===== config.mk =====
export PLATFORM = sky130hd
export DESIGN_NAME = cr_file
export DESIGN_NICKNAME = d
export VERILOG_FILES = /design/src/rtl/cr_file.sv
export SDC_FILE = /design/constraint.sdc
export NUM_CORES = 1
export LEC_CHECK = 0
export ABC_AREA = 1
export CAP_MARGIN = 25
export CELL_PAD_IN_SITES_DETAIL_PLACEMENT = 1
export CELL_PAD_IN_SITES_GLOBAL_PLACEMENT = 2
export CORE_UTILIZATION = 23
export DETAILED_ROUTE_END_ITERATION = 10
export GPL_ROUTABILITY_DRIVEN = 0
export PLACE_DENSITY_LB_ADDON = 0.25
export SLEW_MARGIN = 20
export SYNTH_ARGS = -nofsm -noshare
export SYNTH_HDL_FRONTEND = slang
export SYNTH_SLANG_ARGS = --single-unit

===== constraint.sdc =====
create_clock -name clk -period 2 [get_ports clk]
set_input_delay 0.2 -clock clk [delete_from_list [all_inputs] [get_ports clk]]
set_output_delay 0.2 -clock clk [all_outputs]
set_load 0.03 [all_outputs]

===== src/rtl/cr_file.sv =====
// cr_file: condition-register file with per-field pending scoreboard.
// Holds the architectural 32-bit CR (field 0 = cr[31:28]). Accepts 4-bit
// field writebacks from the ALU (wb0) and compare unit (wb1), reserves
// fields at issue, loads masked fields on mtcrf and supplies single CR bits
// with same-cycle writeback bypass.
// Ports:
//   clk, reset                       clock, synchronous active-high reset
//   iss_valid/iss_field/iss_ready    field reservation handshake
//   wb0_*/wb1_*                      field writeback ports (wb0 has priority)
//   mt_valid/mt_mask/mt_data/mt_ready mtcrf request (mask bit 7 = field 0)
//   rd_bc/rd_bit/rd_ready            CR bit read (rd_bc 0 = cr[31])
//   cr, busy, err                    registered CR, any-pending, sticky error
module cr_file (
  input  logic        clk,
  input  logic        reset,
  input  logic        iss_valid,
  input  logic [2:0]  iss_field,
  output logic        iss_ready,
  input  logic        wb0_valid,
  input  logic [2:0]  wb0_field,
  input  logic [3:0]  wb0_data,
  input  logic        wb1_valid,
  input  logic [2:0]  wb1_field,
  input  logic [3:0]  wb1_data,
  input  logic        mt_valid,
  input  logic [7:0]  mt_mask,
  input  logic [31:0] mt_data,
  output logic        mt_ready,
  input  logic [4:0]  rd_bc,
  output logic        rd_bit,
  output logic        rd_ready,
  output logic [31:0] cr,
  output logic        busy,
  output logic        err
);

  localparam int unsigned NFIELD = 8;
  localparam int unsigned FW     = 4;
  localparam int unsigned CRW    = NFIELD * FW;

  logic [CRW-1:0]    r_cr;
  logic [NFIELD-1:0] r_pend;
  logic              r_busy;
  logic              r_err;

  logic [NFIELD-1:0] w_hit0;     // wb0 targets field (index = field number)
  logic [NFIELD-1:0] w_hit1;
  logic [NFIELD-1:0] w_clr;      // pending fields retired this cycle
  logic [NFIELD-1:0] w_set;
  logic [NFIELD-1:0] w_mt_fld;   // mt_mask re-indexed by field number
  logic [NFIELD-1:0] w_pend_nxt;
  logic [CRW-1:0]    w_cr_nxt;
  logic              w_err_set;
  logic [2:0]        w_rd_f;
  logic [1:0]        w_rd_sel;

  // Decode writeback hits, clears, reservations and next CR image.
  always_comb begin
    w_hit0   = '0;
    w_hit1   = '0;
    w_mt_fld = '0;
    w_cr_nxt = r_cr;
    for (int f = 0; f < int'(NFIELD); f++) begin
      w_hit0[f]   = wb0_valid && (wb0_field == 3'(f));
      w_hit1[f]   = wb1_valid && (wb1_field == 3'(f));
      w_mt_fld[f] = mt_mask[NFIELD-1-f];
    end
    w_clr = (w_hit0 | w_hit1) & r_pend;

    iss_ready = !r_pend[iss_field] || w_hit0[iss_field] || w_hit1[iss_field];
    mt_ready  = ((w_mt_fld & r_pend & ~w_clr) == '0);
    w_set     = '0;
    if (iss_valid && iss_ready) w_set[iss_field] = 1'b1;
    w_pend_nxt = (r_pend & ~w_clr) | w_set;

    // mtcrf is younger than any retiring writeback, so it overrides it.
    for (int f = 0; f < int'(NFIELD); f++) begin
      if (w_clr[f]) begin
        if (w_hit0[f]) w_cr_nxt[(NFIELD-1-f)*FW +: FW] = wb0_data;
        else           w_cr_nxt[(NFIELD-1-f)*FW +: FW] = wb1_data;
      end
      if (mt_valid && mt_ready && w_mt_fld[f])
        w_cr_nxt[(NFIELD-1-f)*FW +: FW] = mt_data[(NFIELD-1-f)*FW +: FW];
    end

    w_err_set = ((w_hit0 | w_hit1) & ~r_pend) != '0
             || (wb0_valid && wb1_valid && (wb0_field == wb1_field));
  end

  // Bit read with bypass from a writeback that retires the read field.
  always_comb begin
    w_rd_f   = rd_bc[4:2];
    w_rd_sel = 2'(3 - int'(rd_bc[1:0]));
    rd_ready = !r_pend[w_rd_f] || w_clr[w_rd_f];
    if (w_clr[w_rd_f] && w_hit0[w_rd_f])
      rd_bit = wb0_data[w_rd_sel];
    else if (w_clr[w_rd_f])
      rd_bit = wb1_data[w_rd_sel];
    else
      rd_bit = r_cr[5'(31 - int'(rd_bc))];
  end

  // State registers.
  always_ff @(posedge clk) begin
    if (reset) begin
      r_cr   <= '0;
      r_pend <= '0;
      r_busy <= 1'b0;
      r_err  <= 1'b0;
    end else begin
      r_cr   <= w_cr_nxt;
      r_pend <= w_pend_nxt;
      r_busy <= |w_pend_nxt;
      r_err  <= r_err | w_err_set;
    end
  end

  assign cr   = r_cr;
  assign busy = r_busy;
  assign err  = r_err;

endmodule


==> flow_metrics.tcl, run 1 <==
set metrics [dict create \
    synth_seq_cells 42 \
    ir_drop_uv 395 \
    fp.dieH_um 129 \
    synth_area_per_cell_sq_um 5.44 \
    syn-num-nets 746 \
    worstPathRequired_ps 1800 \
    wl_per_cell_um 16.4 \
    portBuffers 105 \
    fin_crit_sh_pct 98.8 \
    rsz0062_at_grt "yes" \
    power_density_mw_per_mm2 492 \
    p_leak_nw 3.06 \
    reg2reg_slack_ps 220 \
    cts_tree "built" \
    antenna_found_initial 0 \
    dp_hpwl_mm 14.2 \
    crit_fanout 4 \
    syn-instance-count 678 \
    antenna_cells 0 \
    finalWirelength_mm 18.0 \
    dr_total_vias 5186 \
    layout.nets 949 \
    crit_path_max_incr_delay_ps 290 \
    grt_overflow 0 \
    dpl-instance-area_sq_mm 0.00568 \
    synth_commonest_cells "nand2_1 (208), o21ai_0 (93), inv_1 (84), nor2_1 (79), a21oi_1 (43)" \
    antenna_left 0 \
    cts_sinks 42 \
    synth_flop_cell "dfxtp_1" \
    rows 45 \
    yosys.area.top_type "dfxtp_1" \
    dieArea_sq_mm 0.0165 \
    grt_pass1_vias 5308 \
    synth_warnings 0 \
    worstMarginPinSlew_ps 597 \
    first_pass_iters 4 \
    via_per_inst 4.74 \
    cp.buffers_inverters 3 \
    crit_arrival_ps 1780 \
    cp-end-kind "primary output" \
    status "finished clean" \
    setup_viol 0 \
    cts_max_level 2 \
    synth.top_cell.area_share_pct 22.8 \
    fin_tns_setup_ps 0 \
    fmax_ghz 0.506 \
    cp-start-kind "input pin" \
    synth_edf_count 0 \
    period_minus_slack_ps 1980 \
    coreArea_sq_mm 0.0154 \
    fp.dieW_um 129 \
    placed_cells 1068 \
    netlist_area_sq_mm 0.00369 \
    synth_most_common_cell "nand2_1" \
    slew_headroom_pct 60.2 \
    drc 0 \
    synth.top_cells.by_area "dfxtp_1 (23%), nand2_1 (21%), o21ai_0 (13%)" \
    area_growth_pct 70.9 \
    grt_pass1_wl_mm 27.5 \
    drive_above_1_share_pct 26.9 \
    grt_max_degree 28 \
    finClkSkew_ps 7.74 \
    fin_util_pct 40.8 \
    max_cap_violations 0 \
    critical_path_class "input pin to primary output" \
    crit_chain "buf_8 > nor2_4 > nand2_4 > buf_6 > o211ai_1 > o21ai_1 > mux2_4 > nor2_4 > nand3_2 > nand3_2 > buf_6" \
    crit_slowest_cell "mux2_4" \
    yosysUniqueCellTypes 33 \
    fin_cells 1093 \
    path_clk_slew_ps 70 \
    design_area_sq_mm 0.00630 \
    clk_root_buffer_cell "clkbuf_16" \
    hp-class "input pin to flop" \
    clkLatencyLatePin_ps 290 \
    seq_area_frac_synth_pct 22.8 \
    async_flop_share_pct 0 \
    cts_max_path_buffers 2 \
    cp_top_family "simple AND/OR/NAND/NOR gates" \
    drtIter0Drc 208 \
    cts_buffers 5 \
    slew_viol_final 0 \
    io_pins 106 \
    track_usage_pct 21.6 \
    finalHoldViolations 0 \
    start_util_pct 23.9 \
]
[flip-flops by register name (all words and copies together) (netlist names)]
name / cells
busy: 1
cr: 32
err: 1
r_pend: 8
[cells by family after synthesis]
kind of cell           share of synthesized area, %
AO/OA/AOI/OAI                                  23.3
XOR/XNOR                                      0.475
buffers and inverters                          12.7
AND/OR/NAND/NOR                                40.5
multiplexers                                  0.305
flip-flops                                     22.8
[cells in the final DEF (no fill, tap or decap), types with 2 or more instances in the layout]
master / Yosys / layout
nor3_1: 3 / 2
nor2_1: 79 / 65
inv_4: 0 / 2
nand2_1: 208 / 184
nand2_2: 3 / 15
nand4_2: 4 / 4
buf_6: 0 / 13
o21ai_1: 6 / 22
o21ai_0: 93 / 75
nor2_2: 3 / 9
inv_1: 84 / 71
buf_8: 0 / 2
dlygate4sd2_1: 0 / 3
nand3_1: 36 / 26
o221ai_1: 3 / 2
buf_4: 0 / 99
nand3_4: 0 / 2
dfxtp_2: 0 / 5
nand4_1: 5 / 5
a21oi_1: 43 / 42
o21ai_2: 1 / 3
buf_12: 0 / 5
inv_2: 14 / 25
nor2_4: 3 / 11
nand3_2: 1 / 9
nand3b_1: 5 / 5
clkbuf_1: 12 / 2
buf_2: 7 / 5
clkinv_1: 2 / 2
dfxtp_1: 42 / 37
clkdlybuf4s50_1: 0 / 87
o211ai_1: 9 / 9
clkbuf_16: 0 / 6
clkbuf_2: 0 / 3
nand2_4: 0 / 12
[report_power, final]
group          switching, W  total, W  internal, W  leakage, nW
clock              0.000363  0.000955     0.000592       0.0781
combinational      0.000677   0.00120     0.000524         2.63
sequential        0.0000492  0.000947     0.000897        0.347
total               0.00109   0.00310      0.00201         3.06
[per-layer routing]
layer | track usage [%] | wire length [um] | share of wire, %
met5 | 0 | 0 | 0
met1 | 28.3 | 8420 | 47
met2 | 37.4 | 8560 | 48
met4 | 4.71 | 247 | 1.4
met3 | 3.08 | 746 | 4.2
[cell type report]
class	count	area (sq um)
fillers	2079	9130
multi-input cells	514	2670
repair buffers	218	1980
flip-flops and latches	42	847
inverters	100	380
well taps	211	264
clock buffers	7	133
clock inverters	1	30.0
[metrics by stage]
step / hold slack (ps) / setup slack (ps) / total power [W]
finish: 415 / 23.4 / 0.00310
global route: 482 / -73.9 / 0.00327
CTS: 469 / 3.34 / 0.00307
detailed placement: 477 / -662 / 0.00207
global placement: 477 / -553 / 0.00204
floorplan: 404 / 18.3 / 0.00149
[timing repair]
item / in CTS / in global routing
setup endpoints to repair: 42 / 9
pin swaps: 23 / 22
hold buffers: 0 / 0
cloned: 1 / 1
buffers inserted: 10 / 6
gates resized for setup: 118 / 63
[final timing paths]
kind                startpoint        end  depth (start not counted)
hold reg to reg         cr[16]     cr[16]                          2
setup / recovery  wb0_field[2]     rd_bit                         11
hold / removal    iss_field[0]  r_pend[3]                          4
setup reg to reg     r_pend[0]     cr[23]                         10
[worst register-to-register path: stages, from the launching register on]
cell,delay (ps)
dfxtp_1,330
buf_4,160
nand3_1,100
o21ai_2,90
nor2_4,150
buf_12,140
nand3_2,140
nor2_2,270
nand2_1,90
o21ai_1,110
a21oi_1,90
Power figures use the tool's default switching activity.
==> run 2, diff against run 1 <==
--- a/config.mk
+++ b/config.mk
@@ -10,6 +10,7 @@
 export CELL_PAD_IN_SITES_DETAIL_PLACEMENT = 1
 export CELL_PAD_IN_SITES_GLOBAL_PLACEMENT = 2
 export CORE_UTILIZATION = 23
+export CTS_CLUSTER_SIZE = 12
 export DETAILED_ROUTE_END_ITERATION = 10
 export GPL_ROUTABILITY_DRIVEN = 0
 export PLACE_DENSITY_LB_ADDON = 0.25
==> results of run 2 <==
No change in the layout: final DEF, timing and power equal those of run 1.
==> patch 1: new RTL, settings of run 1 <==
Take the reset off `r_cr` and load it in a clocked block of its own.
--- a/src/rtl/cr_file.sv
+++ b/src/rtl/cr_file.sv
@@ -104,14 +104,16 @@
   always_ff @(posedge clk) begin
     if (reset) begin
-      r_cr   <= '0;
       r_pend <= '0;
       r_busy <= 1'b0;
       r_err  <= 1'b0;
     end else begin
-      r_cr   <= w_cr_nxt;
       r_pend <= w_pend_nxt;
       r_busy <= |w_pend_nxt;
       r_err  <= r_err | w_err_set;
     end
+  end
+
+  always_ff @(posedge clk) begin
+    r_cr <= w_cr_nxt;
   end
 
Check against the original RTL: not equivalent (a bounded check fails within 4 cycles, from zero or initial values and one cycle with reset high).
==> patch 1 against run 1 <==
The flow now finishes with violations (negative setup slack). Sequential share of layout area is 5.9 points higher. Synthesized area fell by 4.1%. Setup slack got worse by 0.040 ns. Fmax decreased by 2.0%. Sequential cell count is the same. Power up 1.8%. Final area is 4.5% lower. Non-clock buffer count rose by 7. Wire length fell by 9.6%. Global-route usage shrank 0.62 points. Count of clock-buffer cells in the layout down 2. Core utilization down 0.062 points. Critical endpoint unchanged. Largest power group unchanged. Highest routed layer unchanged.
==> patch 1: results (changes against run 1) <==
<table>
<tr><th>Metric</th><th>Value</th></tr>
<tr><th colspan="2">Place</th></tr>
<tr><td>Total placed instance area</td><td>0.005497 mm2 (-3.3%)</td></tr>
<tr><th colspan="2">Floorplanning</th></tr>
<tr><td>Starting density of the core</td><td>23.96% (+0.064 points)</td></tr>
<tr><th colspan="2">Finish</th></tr>
<tr><td>Fraction of layout instances using a drive strength above 1</td><td>28.66% (+1.8 points)</td></tr>
<tr><th colspan="2">Critical path</th></tr>
<tr><td>Path depth of the worst reg2reg path</td><td>17 (+7)</td></tr>
<tr><td>Master of the slowest instance on the critical path</td><td>edfxtp_1</td></tr>
<tr><td>Worst reg2reg path startpoint</td><td>r_pend[7]</td></tr>
<tr><td>Reg-to-reg slack, setup</td><td>0.16 ns (-0.06 ns)</td></tr>
<tr><th colspan="2">Timing</th></tr>
<tr><td>Normalized max-slew margin</td><td>72.22% (+12 points)</td></tr>
<tr><td>Final number of setup-violating endpoints</td><td>1 (+1)</td></tr>
<tr><td>Worst Setup Slack, final</td><td>-0.01614 ns (-0.03953 ns)</td></tr>
<tr><td>Worst Clk Skew</td><td>0.007651 ns (-0.00008821 ns)</td></tr>
<tr><th colspan="2">Run status</th></tr>
<tr><td>Outcome</td><td>finished with violations</td></tr>
<tr><td>Failing checks</td><td>negative setup slack</td></tr>
<tr><th colspan="2">Yosys</th></tr>
<tr><td>Share of the synthesized netlist area taken by xor and xnor gates</td><td>0% (-0.48 points)</td></tr>
<tr><td>Synth Area per Inst</td><td>6.369 um2 (+17%)</td></tr>
<tr><td>Proportion of synthesized chip area in sequential cells</td><td>32.85% (+10 points)</td></tr>
<tr><td>Count of flip-flops with a built-in enable after synthesis</td><td>32 (+32)</td></tr>
<tr><td>Post-Syn Nets</td><td>623 (-16%)</td></tr>
<tr><td>Number of library cell types mapped by synthesis</td><td>34 (+3.0%)</td></tr>
<tr><td>Top cells by area in the synthesized netlist</td><td>edfxtp_1 27%, nand2_1 20%, o21ai_0 9.2%, nand3_1 8.6%, dfxtp_1 5.7%</td></tr>
<tr><th colspan="2">Global routing</th></tr>
<tr><td>Number of global-route vias before repair</td><td>4877 (-8.1%)</td></tr>
<tr><td>Maximum number of pins on one net before global-route repair</td><td>15 (-46%)</td></tr>
<tr><th colspan="2">Power and ir drop</th></tr>
<tr><td>VDD IR max</td><td>0.0004167 V (+5.5%)</td></tr>
<tr><th colspan="2">Min path</th></tr>
<tr><td>Start point of the worst min-delay path</td><td>wb1_field[1]</td></tr>
<tr><th colspan="2">Routing</th></tr>
<tr><td>Average via count per standard cell</td><td>4.845 (+2.1%)</td></tr>
<tr><td>Vias post-DR</td><td>4593 (-11%)</td></tr>
</table>
## patch 1: repair_timing
item | 4_1_cts | 5_1_grt
pin swaps | 16 | 14
gates resized for setup | 79 | 52
endpoints found under the hold margin | 0 | 0
setup buffers | 9 | 9
endpoints found under the setup margin | 69 | 53
hold buffers | 0 | 0
## patch 1: report_power, final
part	internal (mW)	switching [mW]	total (mW)	leakage (nW)
sequential	1.02	0.0336	1.05	0.384
combinational	0.518	0.628	1.15	2.32
clock	0.592	0.371	0.963	0.0842
## patch 1: layout make-up
cell class | instances | area, um2 | area share [%]
clock buffer | 5 | 125.1 | 2.079
clock inverter | 3 | 43.79 | 0.7278
inverter | 50 | 198.9 | 3.306
multi-input combinational | 439 | 2236 | 37.16
sequential | 42 | 1166 | 19.38
tap | 184 | 230.2 | 3.826
timing repair buffer | 225 | 2017 | 33.52
## patch 1: routing by layer
layer | up-vias | part of all wire [%]
li1 | 2268 | -
met1 | 2177 | 42
met2 | 124 | 51
met3 | 24 | 5.4
met4 | 0 | 2.2
met5 | - | 0
==> patch 2: new RTL, config.mk and constraints of run 1 <==
Without the edit above. Make the reset (`reset`) asynchronous in one clocked block. Comments in the files are not updated.
--- a/src/rtl/cr_file.sv
+++ b/src/rtl/cr_file.sv
@@ -102,5 +102,5 @@
 
   // State registers.
-  always_ff @(posedge clk) begin
+  always_ff @(posedge clk or posedge reset) begin
     if (reset) begin
       r_cr   <= '0;
Function: differs if reset is asserted again (counterexample within 4 cycles, from zero or initial values and one cycle with reset high); with reset held inactive, the same outputs for 10 cycles.
==> patch 2 against run 1 <==
Final area fell by 2.7%. Wire length fell by 2.2%. Sequential cell count did not move. Clock skew fell by 0.0026 ns. Synthesized area fell by 0.58%. Setup slack improved by 0.048 ns. Register-to-register slack got worse by 0.03 ns. Critical endpoint unchanged. Largest cell class unchanged. Highest routed layer unchanged.
Power is not compared: it rests on default switching activity, and its combinational part moved more than twofold at a synthesized area within 25%.
==> patch 2: results (changes against run 1) <==
<table>
<tr><th>Metric</th><th>Value</th></tr>
<tr><th colspan="2">Finish</th></tr>
<tr><td>Fillers</td><td>2027 (-2.5%)</td></tr>
<tr><td>Count of placed standard cells in the final layout, fillers left out</td><td>1057 (-3.3%)</td></tr>
<tr><td>Final-stage net count</td><td>913 (-3.8%)</td></tr>
<tr><th colspan="2">Critical path</th></tr>
<tr><td>Critical Path Fanout Max</td><td>3 (-1)</td></tr>
<tr><td>Signal arrival time at the worst endpoint</td><td>1.73 ns (-0.05 ns)</td></tr>
<tr><td>Worst reg2reg path startpoint</td><td>r_pend[2]</td></tr>
<tr><td>Launch point of the worst path</td><td>cr[5]</td></tr>
<tr><th colspan="2">Run status</th></tr>
<tr><td>Outcome</td><td>finished clean</td></tr>
<tr><th colspan="2">Global routing</th></tr>
<tr><td>Total Routing Usage GR</td><td>21.58% (about the same)</td></tr>
<tr><td>Maximum number of pins on one net before global-route repair</td><td>26 (-7.1%)</td></tr>
<tr><td>Global-route wire length before repair</td><td>27140 um (-1.3%)</td></tr>
<tr><td>Number of global-route vias before repair</td><td>5193 (-2.2%)</td></tr>
<tr><th colspan="2">Yosys</th></tr>
<tr><td>Synth Area per Inst</td><td>5.808 um2 (+6.8%)</td></tr>
<tr><td>Share of flip-flops with an asynchronous set or reset after synthesis</td><td>100.0% (+100 points)</td></tr>
<tr><td>Number of library cell types mapped by synthesis</td><td>29 (-12%)</td></tr>
<tr><td>Post-Syn Nets</td><td>699 (-6.3%)</td></tr>
<tr><th colspan="2">Routing</th></tr>
<tr><td>Iter 0 DRT Violations</td><td>237 (+14%)</td></tr>
<tr><td>Average via count per standard cell</td><td>4.720 (-0.52%)</td></tr>
<tr><th colspan="2">Power and ir drop</th></tr>
<tr><td>Static Leakage</td><td>3.029 nW</td></tr>
<tr><td>Overall power after layout</td><td>between 5 and 6 mW</td></tr>
<tr><th colspan="2">Place</th></tr>
<tr><td>Placed cell count</td><td>1034 (-3.2%)</td></tr>
<tr><td>Setup slack at placement</td><td>-0.6146 ns (+0.04774 ns)</td></tr>
<tr><td>Total placed instance area</td><td>0.005731 mm2 (+0.84%)</td></tr>
<tr><th colspan="2">Clock tree</th></tr>
<tr><td>Number of buffers added for setup after CTS</td><td>5 (-5)</td></tr>
<tr><td>Number of resized instances in the post-cts repair step</td><td>49 (-58%)</td></tr>
<tr><th colspan="2">Timing</th></tr>
<tr><td>Normalized max-slew margin</td><td>50.93% (-9.2 points)</td></tr>
<tr><td>Worst Clk Skew</td><td>0.005091 ns (-0.002648 ns)</td></tr>
</table>
[patch 2: changes by cell type after synthesis, moves of 8 or more]
cell,before,now
nand3_1,36,48
a21oi_1,43,16
o21ai_0,93,70
nand2_1,208,216
inv_1,84,75
dfrtp_1,0,42
dfxtp_1,42,0
[patch 2: routing by layer]
| metal | up-vias | GRT usage, % | share of wire, % |
|---|---|---|---|
| met5 | - | 0 | 0 |
| met4 | 0 | 6.228 | 1.8 |
| met3 | 26 | 2.254 | 3.9 |
| met2 | 118 | 38.25 | 49 |
| met1 | 2385 | 27.48 | 45 |
| li1 | 2460 | - | - |
[patch 2: area by class of cell]
class,count,area [um2],area share (%)
repair buffers,223,1963,32.02
multi-input cells,490,2387,38.94
well taps,211,264.0,4.306
flip-flops and latches,42,1055,17.20
clock buffers,6,128.9,2.102
clock inverters,2,13.76,0.2245
inverters,83,319.1,5.204
[patch 2: worst max-delay path, cell delays in order (launching register included)]
cell	delay, ns
dfrtp_1	0.40
o21ai_0	0.17
o22ai_1	0.11
o211ai_1	0.27
a21oi_2	0.10
o21ai_2	0.13
nand3_2	0.10
buf_6	0.16
[patch 2: cell families (layout without fill, tap and decap cells)]
kind of cell / count (synthesis) / after routing / synth area share [%]
simple gates: 365 / 365 / 42.20
compound gates: 125 / 125 / 18.85
buf+inv: 99 / 314 / 10.28
flops: 42 / 42 / 28.68
[patch 2: worst paths after layout]
path | cells past startpoint | endpoint | slack, ns
setup / recovery | 7 | rd_bit | 0.07
hold / removal | 2 | cr[4] | 0.25
setup reg to reg | 10 | cr[7] | 0.19
hold reg to reg | 1 | err | 0.48
max in group asynchronous | 3 | cr[13] | 1.20
min in group clk | 4 | err | 0.32
